<file path="src/rtl/br_regfile_if.sv">
// Operand read / writeback bus between decode, ALU and the integer register bank.
interface br_regfile_if #(
  parameter int WIDTH  = 32,
  parameter int ADDR_W = 5
);
  logic [ADDR_W-1:0] a1;
  logic [ADDR_W-1:0] a2;
  logic [ADDR_W-1:0] a3;
  logic [WIDTH-1:0]  wd3;
  logic              we;
  logic [WIDTH-1:0]  rd1;
  logic [WIDTH-1:0]  rd2;

  modport master (output a1, a2, a3, wd3, we, input rd1, rd2);
  modport slave  (input a1, a2, a3, wd3, we, output rd1, rd2);
endinterface

</file>
<file path="src/rtl/br_regfile.sv">
// Integer register bank: 2**ADDR_W x WIDTH, two combinational reads, one write, x0 reads zero.
// Optional macro BR_BYPASS_EN forwards same-cycle write data onto matching read ports.
module br_regfile #(
  parameter int WIDTH  = 32,
  parameter int ADDR_W = 5
) (
  input  logic         clk,
  input  logic         rst,
  br_regfile_if.slave  bus
);
  localparam int NREG = 2 ** ADDR_W;

  logic [WIDTH-1:0] regs_q [NREG];
  logic [WIDTH-1:0] rd1_c;
  logic [WIDTH-1:0] rd2_c;

  // Entry 0 is never written, so it keeps its reset value of zero.
  always_ff @(posedge clk or posedge rst) begin
    if (rst) begin
      for (int i = 0; i < NREG; i++) regs_q[i] <= '0;
    end else if (bus.we && (bus.a3 != '0)) begin
      regs_q[bus.a3] <= bus.wd3;
    end
  end

  always_comb begin
    rd1_c = (bus.a1 == '0) ? '0 : regs_q[bus.a1];
    rd2_c = (bus.a2 == '0) ? '0 : regs_q[bus.a2];
`ifdef BR_BYPASS_EN
    if (bus.we && (bus.a3 != '0) && (bus.a1 == bus.a3)) rd1_c = bus.wd3;
    if (bus.we && (bus.a3 != '0) && (bus.a2 == bus.a3)) rd2_c = bus.wd3;
`endif
    if (rst) begin
      rd1_c = '0;
      rd2_c = '0;
    end
  end

  assign bus.rd1 = rd1_c;
  assign bus.rd2 = rd2_c;
endmodule

</file>
<file path="src/flat_wrapper.sv">
// flat-port wrapper written by rule: the top's interface ports become plain ports
module br_regfile_flat 
#(
  parameter int WIDTH  = 32,
  parameter int ADDR_W = 5
)
  (clk, rst, bus_a1, bus_a2, bus_a3, bus_wd3, bus_we, bus_rd1, bus_rd2);
  br_regfile_if #(.WIDTH(WIDTH), .ADDR_W(ADDR_W)) bus_i ();
  input  logic clk;
  input  logic rst;
  input wire logic [$bits(bus_i.a1)-1:0] bus_a1;
  input wire logic [$bits(bus_i.a2)-1:0] bus_a2;
  input wire logic [$bits(bus_i.a3)-1:0] bus_a3;
  input wire logic [$bits(bus_i.wd3)-1:0] bus_wd3;
  input wire logic [$bits(bus_i.we)-1:0] bus_we;
  output wire logic [$bits(bus_i.rd1)-1:0] bus_rd1;
  output wire logic [$bits(bus_i.rd2)-1:0] bus_rd2;
  assign bus_i.a1 = bus_a1;
  assign bus_i.a2 = bus_a2;
  assign bus_i.a3 = bus_a3;
  assign bus_i.wd3 = bus_wd3;
  assign bus_i.we = bus_we;
  assign bus_rd1 = bus_i.rd1;
  assign bus_rd2 = bus_i.rd2;
  br_regfile #(.WIDTH(WIDTH), .ADDR_W(ADDR_W)) u_core (.clk(clk), .rst(rst), .bus(bus_i));
endmodule
</file>
<file path="config.mk">
export PLATFORM = sky130hd
export DESIGN_NAME = br_regfile_flat
export DESIGN_NICKNAME = d
export VERILOG_FILES = /design/src/rtl/br_regfile_if.sv /design/src/rtl/br_regfile.sv /design/src/flat_wrapper.sv
export SDC_FILE = /design/constraint.sdc
export NUM_CORES = 2
export LEC_CHECK = 0
export CAP_MARGIN = 10
export CORE_UTILIZATION = 60
export CTS_BUF_LIST = sky130_fd_sc_hd__clkbuf_4
export CTS_CLUSTER_DIAMETER = 30
export CTS_CLUSTER_SIZE = 40
export DETAILED_ROUTE_END_ITERATION = 7
export PLACE_DENSITY = 0.84
export SLEW_MARGIN = 20
export SYNTH_ARGS = -nofsm -noshare
export SYNTH_HDL_FRONTEND = slang
export SYNTH_SLANG_ARGS = --single-unit
export TNS_END_PERCENT = 20
</file>
<file path="constraint.sdc">
create_clock -name clk -period 69.7 [get_ports clk]
set_clock_uncertainty 0.1 [all_clocks]
set_input_delay 20.91 -clock clk [delete_from_list [all_inputs] [get_ports clk]]
set_output_delay 20.91 -clock clk [all_outputs]
set_load 0.01 [all_outputs]
</file>
; ---- Word-level counts from Yosys, hierarchy flattened
; Index checks and enable logic that the tools add are counted.
[classes]
n_addsub = 0
mul = 0
div = 0
magnitude_cmp = 4
eq_ne = 0
n_shift = 0
mux = 13
n_bitwise = 3
n_reduce_logical = 5
[op_table]
columns = cell, count
row1 = 1024-bit bitwise mux, 1
row2 = 32-bit binary-select mux with 5-bit select, 2
row3 = 32-bit 2-to-1 mux, 9
row4 = 32-bit demux with 5-bit select, 1
row5 = 6-bit >= comparator (second input constant), 3
row6 = 5-bit inverter with 6-bit output, 3
row7 = 5-bit logical NOT, 2
row8 = 6-bit by 1-bit less-than comparator with 1-bit output (second input constant), 1
row9 = 5-bit nonzero test, 1
row10 = 1-bit logical AND, 2
[totals]
ff_bits = 1024
latch_bits = 0
ram_bits = 0
rom_bits = 0
inputBits = 50
output_inout_bits = 64
word_cells = 57
mem_count = 0

; ---- Longest topological paths before layout
[depth]
ltp_word = 6
mapped_depth = 8
depth_no_buf = 4

; ---- Worst setup path before layout
; Ideal clock, no wire load.
[synth_timing]
path_kind = input to output
startpoint = input port rst
endpoint = output port bus_rd1[30]
arrival_ns = 34.175
required_time_ns = 48.690
setup_slack_ns = 14.515
stages = 6
n_path_buf = 2
path_cell_list = inv_2 > and4_1 > clkbuf_1 > clkbuf_1 > a22oi_1 > nand4_1
[synth_between]
elab_chain_len = 1
[synth_rtl]
columns = element, line
row1 = start: declaration, flat_wrapper.sv:10  ; input logic rst;
row2 = 32-bit 2-to-1 mux, br_regfile.sv:33  ; if (rst) begin
row3 = end: declaration, flat_wrapper.sv:16  ; output wire logic [$bits(bus_i.rd1)-1:0] bus_rd1;
; No other way between the ends.

; ---- Final worst setup path
[layout_timing]
startpoint = input port bus_a2[1]
endpoint = output port bus_rd2[27]
[layout_between]
elab_chain_len = 6
word_cells_on_any_way = 7
cone_classes = mux: 5 / bitwise: 1 / reduce/logical: 1
[layout_rtl]
columns = element, line
row1 = start: declaration, flat_wrapper.sv:12  ; input wire logic [$bits(bus_i.a2)-1:0] bus_a2;
row2 = 5-bit inverter with 6-bit output (implied by the code), br_regfile.sv:28  ; rd2_c = (bus.a2 == '0) ? '0 : regs_q[bus.a2];
row3 = 32-bit binary-select mux with 5-bit select, br_regfile.sv:28
row4 = 32-bit 2-to-1 mux (implied by the code) (2 in series), br_regfile.sv:28
row5 = 32-bit 2-to-1 mux *, br_regfile.sv:28
row6 = 32-bit 2-to-1 mux *, br_regfile.sv:33
row7 = end: declaration, flat_wrapper.sv:17  ; output wire logic [$bits(bus_i.rd2)-1:0] bus_rd2;
; Every way passes the cells marked *; elsewhere a longest branch is shown, timed or not. The select of a mux whose other input is x is not followed.

==> impl_metrics.ini <==
[placement]
io_buffers = 113
place_congestion = 0.880
hpwl_mm = 88.6
post-place-cells = 4900

[logic_synthesis]
yosysTopAreaCell = dfrtp_1
avgSynthCellArea_sq_um = 13.4
synth-seq-cells = 994
ys_seq_area_frac = 0.469
ys.warnings.count = 0
synth_cell_type_count = 43
synth_area_leaders = dfrtp_1, mux2_2, mux2i_1
synth_top_area_share = 0.469
syn_nets = 4021
syn_area_sq_mm = 0.0531
async_flop_share = 1.00
synth_edf_count = 0
ys.flop_type = dfrtp_1
syn_inst = 3971

[power]
power_uw = 1620
power.leakage_uw = 0.0258
powerDensity_mw_per_mm2 = 28.0
ir_drop_v = 0.0000250

[final_layout]
largest-register = u_core.regs_q
largest_reg_flops = 994
final_common_cell = dfrtp_1
layout_common_cells = dfrtp_1, mux2_2, mux2i_1
layout-drive-gt1-share = 0.398
final.fill_count = 6094
top_regs = u_core.regs_q x994
multi_input_area_sq_mm = 0.0265
syn_to_final_growth_pct = 9.14
nNetsFinal = 3991
seq_area_sq_mm = 0.0249
final_cells = 5268

[timing]
fmax_ghz = 0.0218
slew_violations = 0
rsz0062_at_grt = no
slew_headroom = 0.167
tightest_slew_ns = 1.25
min_period_ns = 45.92
setup_tns_ns = 0
timing.final.crit_share = 0.659
setup_violations = 0
hold_viol = 0

[worst_setup_path]
reg2reg_to = u_core.regs_q[364]
r2r_slack_ns = 68.75
reg2reg_from = u_core.regs_q[364]
crit_arrival_ns = 24.91
critPathCaptureType = primary output
crit_type = in -> out
reg2regPathDepth = 1
critPathLaunchType = primary input
worst_ep_required_time_ns = 48.69
crit_path_max_fanout = 70

[floorplan]
row_count = 108
start_util = 0.609
die_w_um = 299
ios = 114
die_y_um = 299
coreArea_sq_mm = 0.0872
die_area_sq_mm = 0.0896

[global_route]
grt_usage = 0.352
use_met2 = 0.529
grt_max_degree = 186
grt_pass1_vias = 38000
grt_busiest_layer = met2
grt_antenna_before_repair = 11
grt_use_met1 = 0.467
grt-ovfl-total = 0
grt_first_pass_wirelength_mm = 237
met3_usage = 0.0990

[run]
maxCapViolations = 0

[clocking]
cts.path.max_buffers = 3
cts.reportedPaths.clkPinSlew_ns = 0.07
root_buffer = clkbuf_4
clkSinkCount = 994
insertion_delay_ns = 1.13
cts_tree = done
postCtsHoldBufs = 0
post_cts_buffers = 0
cts_buffers = 192
post_cts_resize_count = 0
cts_max_level = 4

[drt]
viasPerCell = 7.15
antenna_left = 0
wirelength_mm = 158
dr.pass1.iters = 6
wl_per_cell_um = 29.9
drc = 0
first_iter_violations = 4501
vias = 37700

[worst_hold_path]
holdCritPathClass = reg -> reg
hold_path_depth = 0
min_to = u_core.regs_q[1023]
worstHoldStart = u_core.regs_q[1023]

[outcome]
status = complete, no violations
## layer usage
| metal | part of all wire | vias up |
|---|---|---|
| met3 | 0.11 | 522 |
| met4 | 0.048 | 8 |
| met5 | 0.00026 | - |
| met2 | 0.46 | 2437 |
| li1 | - | 15200 |
| met1 | 0.38 | 19500 |
## per-stage QoR
stage	hold WS, ns	util	setup slack [ns]	cell area (sq um)
floorplan	0.325	-	14.51	53100
global placement	0.264	0.627	23.87	54600
detailed placement	0.272	0.627	23.84	54600
CTS	0.289	0.664	23.83	57900
global route	0.291	0.664	23.61	57900
finish	0.288	0.664	23.78	57900
## worst max-delay path, stage by stage
cell and delay (ns):
buf_8 0.50, buf_4 0.89, buf_4 0.93, mux2i_1 0.19, a221oi_1 0.35, a22oi_1 0.20
nand4_1 0.28, clkdlybuf4s50_1 0.59
## Yosys cell counts (2+ instances only)
library cell  number
o22ai_1          191
mux2_2           951
nand3b_1          10
nor2_1            11
nor2b_1            7
a221oi_1          62
or3_1              3
nor3b_1            4
a21oi_1            4
buf_1             15
buf_6              2
a22oi_1          189
buf_4             34
mux2i_1          574
or3b_1             2
nor4b_2            3
mux2_1            41
o21ai_0           63
nor2_2             8
mux4_2           193
or3b_2             5
nand4_1           63
and4_1             2
and2_1             2
o221ai_1           2
or2_2              3
nand3_1            4
clkbuf_1         190
inv_1              3
dfrtp_1          994
a31oi_1            2
o32ai_1            2
nand2b_1           2
buf_2            182
nand2_1          140
## kinds of logic (layout without fill, tap and decap cells)
logic type / after synthesis / count (layout) / share of synthesized area
compound gates: 516 / 516 / 0.0669
buf+inv: 428 / 559 / 0.0373
flops: 994 / 994 / 0.469
mux: 1759 / 1759 / 0.401
other cells: 0 / 11 / 0
simple gates: 274 / 274 / 0.0264
## report_power, final
group	internal, uW	leakage [uW]	total [uW]	switching, uW
logic	179	0.0114	315	136
registers	689	0.0127	776	87.1
clock network	276	0.00172	530	255
total	1140	0.0258	1620	477
## final cells by class
type | count | share of cell area
antenna | 11 | 0.000475
inverter | 4 | 0.000389
multi-input combinational | 2549 | 0.457
timing repair buffer | 200 | 0.0319
sequential | 994 | 0.429
clock buffer | 211 | 0.0273
tap | 1155 | 0.0250
clock inverter | 144 | 0.0281
## worst max path at each step
| stage | start | end | slack [ns] |
|---|---|---|---|
| 6_report | bus_a2[1] | bus_rd2[27] | 23.78 |
| 4_1_cts | bus_a2[1] | bus_rd2[27] | 23.83 |
| 3_5_place_dp | bus_a2[1] | bus_rd2[27] | 23.84 |
| 2_1_floorplan | rst | bus_rd1[30] | 14.51 |
| 5_1_grt | bus_a2[1] | bus_rd2[27] | 23.61 |
| 3_3_place_gp | bus_a2[1] | bus_rd2[27] | 23.87 |
No activity file was read; power rests on OpenSTA's default activity.
